### src/rtl/core_pkg.sv
// Shared types for the pipeline hazard controller.
package core_pkg;

    localparam int               REG_AW   = 5;
    localparam logic [REG_AW-1:0] REG_ZERO = '0;

    typedef enum logic [1:0] {
        FWD_RF = 2'b00,
        FWD_W  = 2'b01,
        FWD_M  = 2'b10
    } fwd_sel_t;

    typedef enum logic [1:0] {
        RUN,
        LU,
        MWAIT
    } hz_state_t;

    typedef struct packed {
        logic              valid;
        logic              regWrite;
        logic              isLoad;
        logic [REG_AW-1:0] rd;
    } stage_track_t;

endpackage

### src/rtl/hazard_ctrl_if.sv
// Decode/execute side-band signals into and control signals out of the hazard unit.
interface hazard_ctrl_if #(
    parameter int AW = 5,
    parameter int CW = 32
);
    logic [AW-1:0] rs1D_i;
    logic [AW-1:0] rs2D_i;
    logic          useRs1D_i;
    logic          useRs2D_i;
    logic          regWriteD_i;
    logic [AW-1:0] AD3D_i;
    logic          resultSrcD_i;
    logic          branchTakenE_i;
    logic          memBusy_i;
    logic          enF_o;
    logic          enD_o;
    logic          enE_o;
    logic          flushD_o;
    logic          flushE_o;
    logic [1:0]    fwdAE_o;
    logic [1:0]    fwdBE_o;
    logic [CW-1:0] stallCnt_o;
    logic [CW-1:0] flushCnt_o;

    // Pipeline side: drives decode/execute status, consumes controls.
    modport master (
        output rs1D_i, rs2D_i, useRs1D_i, useRs2D_i, regWriteD_i, AD3D_i,
               resultSrcD_i, branchTakenE_i, memBusy_i,
        input  enF_o, enD_o, enE_o, flushD_o, flushE_o, fwdAE_o, fwdBE_o,
               stallCnt_o, flushCnt_o
    );

    // Hazard controller side.
    modport slave (
        input  rs1D_i, rs2D_i, useRs1D_i, useRs2D_i, regWriteD_i, AD3D_i,
               resultSrcD_i, branchTakenE_i, memBusy_i,
        output enF_o, enD_o, enE_o, flushD_o, flushE_o, fwdAE_o, fwdBE_o,
               stallCnt_o, flushCnt_o
    );
endinterface

### src/rtl/sat_counter.sv
// Saturating up-counter with synchronous clear, clocked with the pipeline (negedge).
module sat_counter #(
    parameter int W = 32
) (
    input  logic         clk,
    input  logic         clr_i,
    input  logic         inc_i,
    output logic [W-1:0] cnt_o
);
    logic [W-1:0] cnt_q, cnt_d;

    // Next count: clear wins, otherwise increment until all-ones.
    always_comb begin
        cnt_d = cnt_q;
        if (clr_i)
            cnt_d = '0;
        else if (inc_i && (cnt_q != {W{1'b1}}))
            cnt_d = cnt_q + 1'b1;
    end

    // Count register.
    always_ff @(negedge clk) begin
        cnt_q <= cnt_d;
    end

    assign cnt_o = cnt_q;
endmodule

### src/rtl/hazard_ctrl.sv
// Hazard controller: stall/flush/enable generation and execute-stage forwarding
// for the 5-stage core, with private E/M/W destination tracking.
module hazard_ctrl
    import core_pkg::*;
#(
    parameter int REGISTER_ADDRESS_WIDTH = 5,
    parameter int CNT_WIDTH              = 32
) (
    input logic          clk,
    input logic          rst,
    hazard_ctrl_if.slave hz
);
    stage_track_t                      e_q, m_q, w_q;
    logic [REGISTER_ADDRESS_WIDTH-1:0] eRs1_q, eRs2_q;
    hz_state_t                         state_q, state_d;

    logic ldUse, advance, stallInc, flushInc;
    logic enF, enD, enE, flushD, flushE;

    // Load in E whose destination the decode instruction reads.
    assign ldUse = e_q.valid && e_q.isLoad && (e_q.rd != REG_ZERO) &&
                   ((hz.useRs1D_i && (hz.rs1D_i == e_q.rd)) ||
                    (hz.useRs2D_i && (hz.rs2D_i == e_q.rd)));

    // Forward select for one execute operand; loads in M are never taken from M.
    function automatic fwd_sel_t fwd_pick(input logic [REGISTER_ADDRESS_WIDTH-1:0] rs);
        if (m_q.valid && m_q.regWrite && !m_q.isLoad && (m_q.rd != REG_ZERO) && (m_q.rd == rs))
            return FWD_M;
        else if (w_q.valid && w_q.regWrite && (w_q.rd != REG_ZERO) && (w_q.rd == rs))
            return FWD_W;
        else
            return FWD_RF;
    endfunction

    // Event priority rst > memBusy > redirect > load-use, then next-state per state.
    always_comb begin
        enF      = 1'b1;
        enD      = 1'b1;
        enE      = 1'b1;
        flushD   = 1'b0;
        flushE   = 1'b0;
        advance  = 1'b1;
        stallInc = 1'b0;
        flushInc = 1'b0;
        state_d  = RUN;
        if (rst) begin
            flushD = 1'b1;
            flushE = 1'b1;
        end else if (hz.memBusy_i) begin
            enF     = 1'b0;
            enD     = 1'b0;
            enE     = 1'b0;
            advance = 1'b0;
            state_d = MWAIT;
        end else if (hz.branchTakenE_i) begin
            flushD   = 1'b1;
            flushE   = 1'b1;
            flushInc = 1'b1;
        end else begin
            // RUN and LU both re-arm on a hazard against the current E; MWAIT
            // resumes with whatever decode presents on release.
            unique case (state_q)
                RUN, LU, MWAIT: state_d = ldUse ? LU : RUN;
                default:        state_d = RUN;
            endcase
            if (ldUse) begin
                enF      = 1'b0;
                enD      = 1'b0;
                flushE   = 1'b1;
                stallInc = 1'b1;
            end
        end
    end

    // Tracking slots shift with the pipeline; a flushed E becomes an all-zero bubble.
    always_ff @(negedge clk) begin
        if (rst) begin
            e_q     <= '0;
            m_q     <= '0;
            w_q     <= '0;
            eRs1_q  <= '0;
            eRs2_q  <= '0;
            state_q <= RUN;
        end else begin
            state_q <= state_d;
            if (advance) begin
                w_q <= m_q;
                m_q <= e_q;
                if (flushE) begin
                    e_q    <= '0;
                    eRs1_q <= '0;
                    eRs2_q <= '0;
                end else begin
                    e_q    <= '{valid: 1'b1, regWrite: hz.regWriteD_i,
                                isLoad: hz.resultSrcD_i, rd: hz.AD3D_i};
                    eRs1_q <= hz.rs1D_i;
                    eRs2_q <= hz.rs2D_i;
                end
            end
        end
    end

    sat_counter #(.W(CNT_WIDTH)) u_stall_cnt (
        .clk   (clk),
        .clr_i (rst),
        .inc_i (stallInc),
        .cnt_o (hz.stallCnt_o)
    );

    sat_counter #(.W(CNT_WIDTH)) u_flush_cnt (
        .clk   (clk),
        .clr_i (rst),
        .inc_i (flushInc),
        .cnt_o (hz.flushCnt_o)
    );

    assign hz.enF_o    = enF;
    assign hz.enD_o    = enD;
    assign hz.enE_o    = enE;
    assign hz.flushD_o = flushD;
    assign hz.flushE_o = flushE;
    assign hz.fwdAE_o  = rst ? FWD_RF : fwd_pick(eRs1_q);
    assign hz.fwdBE_o  = rst ? FWD_RF : fwd_pick(eRs2_q);
endmodule
### src/flat_wrapper.sv
// flat-port wrapper written by rule: the top's interface ports become plain ports
module hazard_ctrl_flat import core_pkg::*;
#(
    parameter int REGISTER_ADDRESS_WIDTH = 5,
    parameter int CNT_WIDTH              = 32
)
  (clk, rst, hz_rs1D_i, hz_rs2D_i, hz_useRs1D_i, hz_useRs2D_i, hz_regWriteD_i, hz_AD3D_i, hz_resultSrcD_i, hz_branchTakenE_i, hz_memBusy_i, hz_enF_o, hz_enD_o, hz_enE_o, hz_flushD_o, hz_flushE_o, hz_fwdAE_o, hz_fwdBE_o, hz_stallCnt_o, hz_flushCnt_o);
  hazard_ctrl_if hz_i ();
  input logic clk;
  input logic rst;
  input wire logic [$bits(hz_i.rs1D_i)-1:0] hz_rs1D_i;
  input wire logic [$bits(hz_i.rs2D_i)-1:0] hz_rs2D_i;
  input wire logic [$bits(hz_i.useRs1D_i)-1:0] hz_useRs1D_i;
  input wire logic [$bits(hz_i.useRs2D_i)-1:0] hz_useRs2D_i;
  input wire logic [$bits(hz_i.regWriteD_i)-1:0] hz_regWriteD_i;
  input wire logic [$bits(hz_i.AD3D_i)-1:0] hz_AD3D_i;
  input wire logic [$bits(hz_i.resultSrcD_i)-1:0] hz_resultSrcD_i;
  input wire logic [$bits(hz_i.branchTakenE_i)-1:0] hz_branchTakenE_i;
  input wire logic [$bits(hz_i.memBusy_i)-1:0] hz_memBusy_i;
  output wire logic [$bits(hz_i.enF_o)-1:0] hz_enF_o;
  output wire logic [$bits(hz_i.enD_o)-1:0] hz_enD_o;
  output wire logic [$bits(hz_i.enE_o)-1:0] hz_enE_o;
  output wire logic [$bits(hz_i.flushD_o)-1:0] hz_flushD_o;
  output wire logic [$bits(hz_i.flushE_o)-1:0] hz_flushE_o;
  output wire logic [$bits(hz_i.fwdAE_o)-1:0] hz_fwdAE_o;
  output wire logic [$bits(hz_i.fwdBE_o)-1:0] hz_fwdBE_o;
  output wire logic [$bits(hz_i.stallCnt_o)-1:0] hz_stallCnt_o;
  output wire logic [$bits(hz_i.flushCnt_o)-1:0] hz_flushCnt_o;
  assign hz_i.rs1D_i = hz_rs1D_i;
  assign hz_i.rs2D_i = hz_rs2D_i;
  assign hz_i.useRs1D_i = hz_useRs1D_i;
  assign hz_i.useRs2D_i = hz_useRs2D_i;
  assign hz_i.regWriteD_i = hz_regWriteD_i;
  assign hz_i.AD3D_i = hz_AD3D_i;
  assign hz_i.resultSrcD_i = hz_resultSrcD_i;
  assign hz_i.branchTakenE_i = hz_branchTakenE_i;
  assign hz_i.memBusy_i = hz_memBusy_i;
  assign hz_enF_o = hz_i.enF_o;
  assign hz_enD_o = hz_i.enD_o;
  assign hz_enE_o = hz_i.enE_o;
  assign hz_flushD_o = hz_i.flushD_o;
  assign hz_flushE_o = hz_i.flushE_o;
  assign hz_fwdAE_o = hz_i.fwdAE_o;
  assign hz_fwdBE_o = hz_i.fwdBE_o;
  assign hz_stallCnt_o = hz_i.stallCnt_o;
  assign hz_flushCnt_o = hz_i.flushCnt_o;
  hazard_ctrl #(.REGISTER_ADDRESS_WIDTH(REGISTER_ADDRESS_WIDTH), .CNT_WIDTH(CNT_WIDTH)) u_core (.clk(clk), .rst(rst), .hz(hz_i));
endmodule
### config.mk
export PLATFORM = sky130hd
export DESIGN_NAME = hazard_ctrl_flat
export DESIGN_NICKNAME = d
export VERILOG_FILES = /design/src/rtl/core_pkg.sv /design/src/rtl/hazard_ctrl_if.sv /design/src/rtl/sat_counter.sv /design/src/rtl/hazard_ctrl.sv /design/src/flat_wrapper.sv
export SDC_FILE = /design/constraint.sdc
export NUM_CORES = 1
export LEC_CHECK = 0
export CORE_MARGIN = 3
export CORE_UTILIZATION = 39
export DETAILED_ROUTE_END_ITERATION = 8
export MAX_ROUTING_LAYER = met4
export SETUP_SLACK_MARGIN = 0.02
export SYNTH_ARGS = -nofsm -noshare
export SYNTH_HDL_FRONTEND = slang
export SYNTH_HIERARCHICAL = 1
export SYNTH_SLANG_ARGS = --single-unit
### constraint.sdc
create_clock -name clk -period 4.91 [get_ports clk]
set_input_delay 0.7365 -clock clk [delete_from_list [all_inputs] [get_ports clk]]
set_output_delay 0.7365 -clock clk [all_outputs]
set_load 0.02 [all_outputs]
==> metrics.yaml <==
power_and_ir_drop:
  ir_drop_mv: 0.145
  power_leakage_nw: 3.38
  p_int_w: 0.00157
  p_sw_w: 0.000626
  clockPowerShare_pct: 53.4
  power.density_nw_per_um2: 264
  pwr-share-comb_pct: 9.0
  seqPwrFrac_pct: 37.7
  swShare_pct: 28.5
worst_setup_path:
  crit_fanout: 2
  crit_required_ps: 4170
  slowest_stage: "or4_4"
  reg2reg_slack_ps: 1910
  crit_path_start: "u_core/m_q[1]"
  cp_cell_sequence: "or4_4 > o2111ai_4 > nor4_4 > buf_4 > nor2b_4 > buf_6"
  cp-start-kind: "register"
  r2r_start: "u_core/u_flush_cnt/cnt_o[0]"
  path_class: "register to output port"
  slowest_delay_ps: 540
  end_kind: "output port"
  cp.arrival_ps: 4480
cts:
  clock-sinks: 97
  path_clk_slew_ps: 40
  cts_buffers: 9
  cts_tree: "yes"
  hold_buffers: 0
  cts_max_level: 3
  cts_root_buf: "clkbuf_16"
  cts_max_path_buffers: 2
  worstSkewPairLatency_ps: 420
floorplan:
  dieArea_um2: 14700
  die-width_um: 121
  rows: 41
  coreArea_um2: 12800
  io_pins: 96
  start_util_pct: 40.5
  die_y_um: 121
placed_design:
  io_buffers: 95
  dpl_worst_slack_ps: -675
  place_congestion: 0.849
  placed_cells: 901
  dpl.hpwl_um: 10600
final_layout:
  multi_input_area_um2: 3590
  fin_util_pct: 64.6
  num_antenna_cells: 0
  final-seq-area_um2: 1960
  layout-drive-gt1-share_pct: 26.9
  syn_to_final_growth_pct: 59.8
  nNetsFinal: 879
  instances_no_fill: 1031
  fillCellCount: 1102
timing:
  rsz0062_at_grt: "true"
  layout_setup_ws_ps: -307
  setup_violations: 22
  maxSlewViolCount: 0
  relSlewSlack_pct: 6.33
  hold_viol: 0
  clock_skew_ps: 24.8
  fin_tns_setup_ps: -2860
  worst_slew_pin_slew_ps: 1390
synthesis:
  yosysSeqAreaShare_pct: 37.4
  synth_seq_cells: 97
  syn_inst: 583
  synth_fp_nets: 608
  yosys-top-cells-area: "dfxtp_1 37%, xnor2_1 10%, nor2_1 5.2%"
  synth_warnings: 6
  synth.distinct_cells: 51
  netlist.area_leader.share_pct: 37.4
  yosys.area.top_type: "dfxtp_1"
  mappedNetlistArea_um2: 5190
  synth.avg_cell_area_um2: 8.90
run_status:
  violations: "negative setup slack"
  status: "complete, but fails checks"
global_route:
  first_global_vias: 5443
  grt_usage_pct: 21.3
  grt_overflow: 0
  grt_pass1_wl_um: 25200
  antenna_found_initial: 0
  grt_start_max_net_pins: 76
route:
  drt-initial-drc-count: 410
  first_pass_iters: 4
  final_antenna_net_count: 0
  post-route-drc-count: 0
  wire_per_inst_um: 15.0
  vias_per_cell: 5.31
  wirelength_um: 15400
  vias: 5476
min_path:
  min_from: "u_core/w_q[6]"
  hp-class: "register to register"
run:
  drv_cap: 0
cell usage after synthesis (all sizes together):
cell type / number
nand3: 20
or3: 12
xnor2: 60
o2111ai: 1
nor3b: 1
mux2: 2
nor2b: 7
and4: 8
o211ai: 1
a211oi: 14
nand4b: 2
inv: 16
a21o: 1
nor2: 72
and3: 8
a311oi: 2
nand2b: 2
nand3b: 2
nor4: 6
o22ai: 1
nand4: 32
dfxtp: 97
clkbuf: 12
a22oi: 1
mux2i: 17
ha: 2
or4: 7
nand2: 46
a31o: 2
a21oi: 19
nor3: 6
a2111oi: 22
o21ai: 31
xor2: 14
buf: 18
a32oi: 17
a41o: 2
per-stage QoR:
stage	hold WS, ps	total power, W	area [um^2]
after global routing	522	0.00235	8290
after CTS	501	0.00222	7930
after global placement	472	0.00112	6960
final	501	0.00219	8290
after detailed placement	494	0.00113	6960
after floorplan	440	0.00105	5350
registers in the layout, summed over array words and instances (netlist names):
| signal | cells |
|---|---|
| u_core/eRs1_q | 5 |
| u_core/u_stall_cnt/cnt_o | 32 |
| u_core/w_q | 7 |
| u_core/eRs2_q | 5 |
| u_core/e_q | 8 |
| u_core/u_flush_cnt/cnt_o | 32 |
| u_core/m_q | 8 |
logic make-up after synthesis:
group	count (synthesis)	share of synthesized area [%]
flip-flops	97	37.4
AND/OR/NAND/NOR	231	24.3
AO/OA/AOI/OAI	114	17.3
adder cells (fa/ha/maj)	2	0.482
multiplexers	19	3.71
buffers and inverters	46	4.36
XOR/XNOR	74	12.5
worst max-delay path: cells and delay by family, from the launching register on:
| family | cells | cell delay, ps |
|---|---|---|
| AOI/OAI and AO/OA | 1 | 290 |
| buffers and inverters | 2 | 260 |
| DFF | 1 | 310 |
| and+or+nand+nor | 3 | 750 |
cell usage in the layout (no fill, tap or decap), drive strengths merged, types with 8 or more instances in the layout:
master and count:
a21oi 19, a2111oi 22, inv 110, clkdlybuf4s50 73
nand4 32, xor2 14, and4 8, nand2 47
clkbuf 10, or3 12, dfxtp 97, mux2i 17
and3 8, a32oi 17, nor2 72, o21ai 31
buf 118, a211oi 14, xnor2 60, nand3 20
per-layer routing:
metal / track usage, % / part of all wire, %
met1: 24.1 / 44
met2: 35.0 / 51
met3: 6.76 / 4.1
met4: 8.33 / 1.3
met5: - / 0
power groups by stage:
stage	registers (W)	logic [W]	clock network [W]
2_1_floorplan	0.000835	0.0000867	0.000124
3_3_place_gp	0.000836	0.000161	0.000124
3_5_place_dp	0.000836	0.000166	0.000124
4_1_cts	0.000826	0.000183	0.00122
5_1_grt	0.000825	0.000213	0.00131
6_report	0.000825	0.000196	0.00117
repair_timing:
item	in CTS	in global routing
setup buffers	7	12
endpoints found under the setup margin	46	36
pin swaps	35	24
cloned	1	0
resized for setup	126	48
worst paths after layout:
kind                                        to  depth (start not counted)
setup / recovery                 hz_fwdBE_o[1]                          6
hold / removal                   u_core/w_q[6]                          2
setup reg to reg  u_core/u_flush_cnt/cnt_o[30]                          6
hold reg to reg                  u_core/w_q[6]                          2
final cells by class:
| class | count | area share (%) |
|---|---|---|
| multi-input combinational | 441 | 43.3 |
| sequential | 97 | 23.6 |
| timing repair buffer | 195 | 21.1 |
| clock inverter | 104 | 6.08 |
| clock buffer | 9 | 2.72 |
| tap | 172 | 2.60 |
| inverter | 13 | 0.664 |
Power figures use the tool's default switching activity.
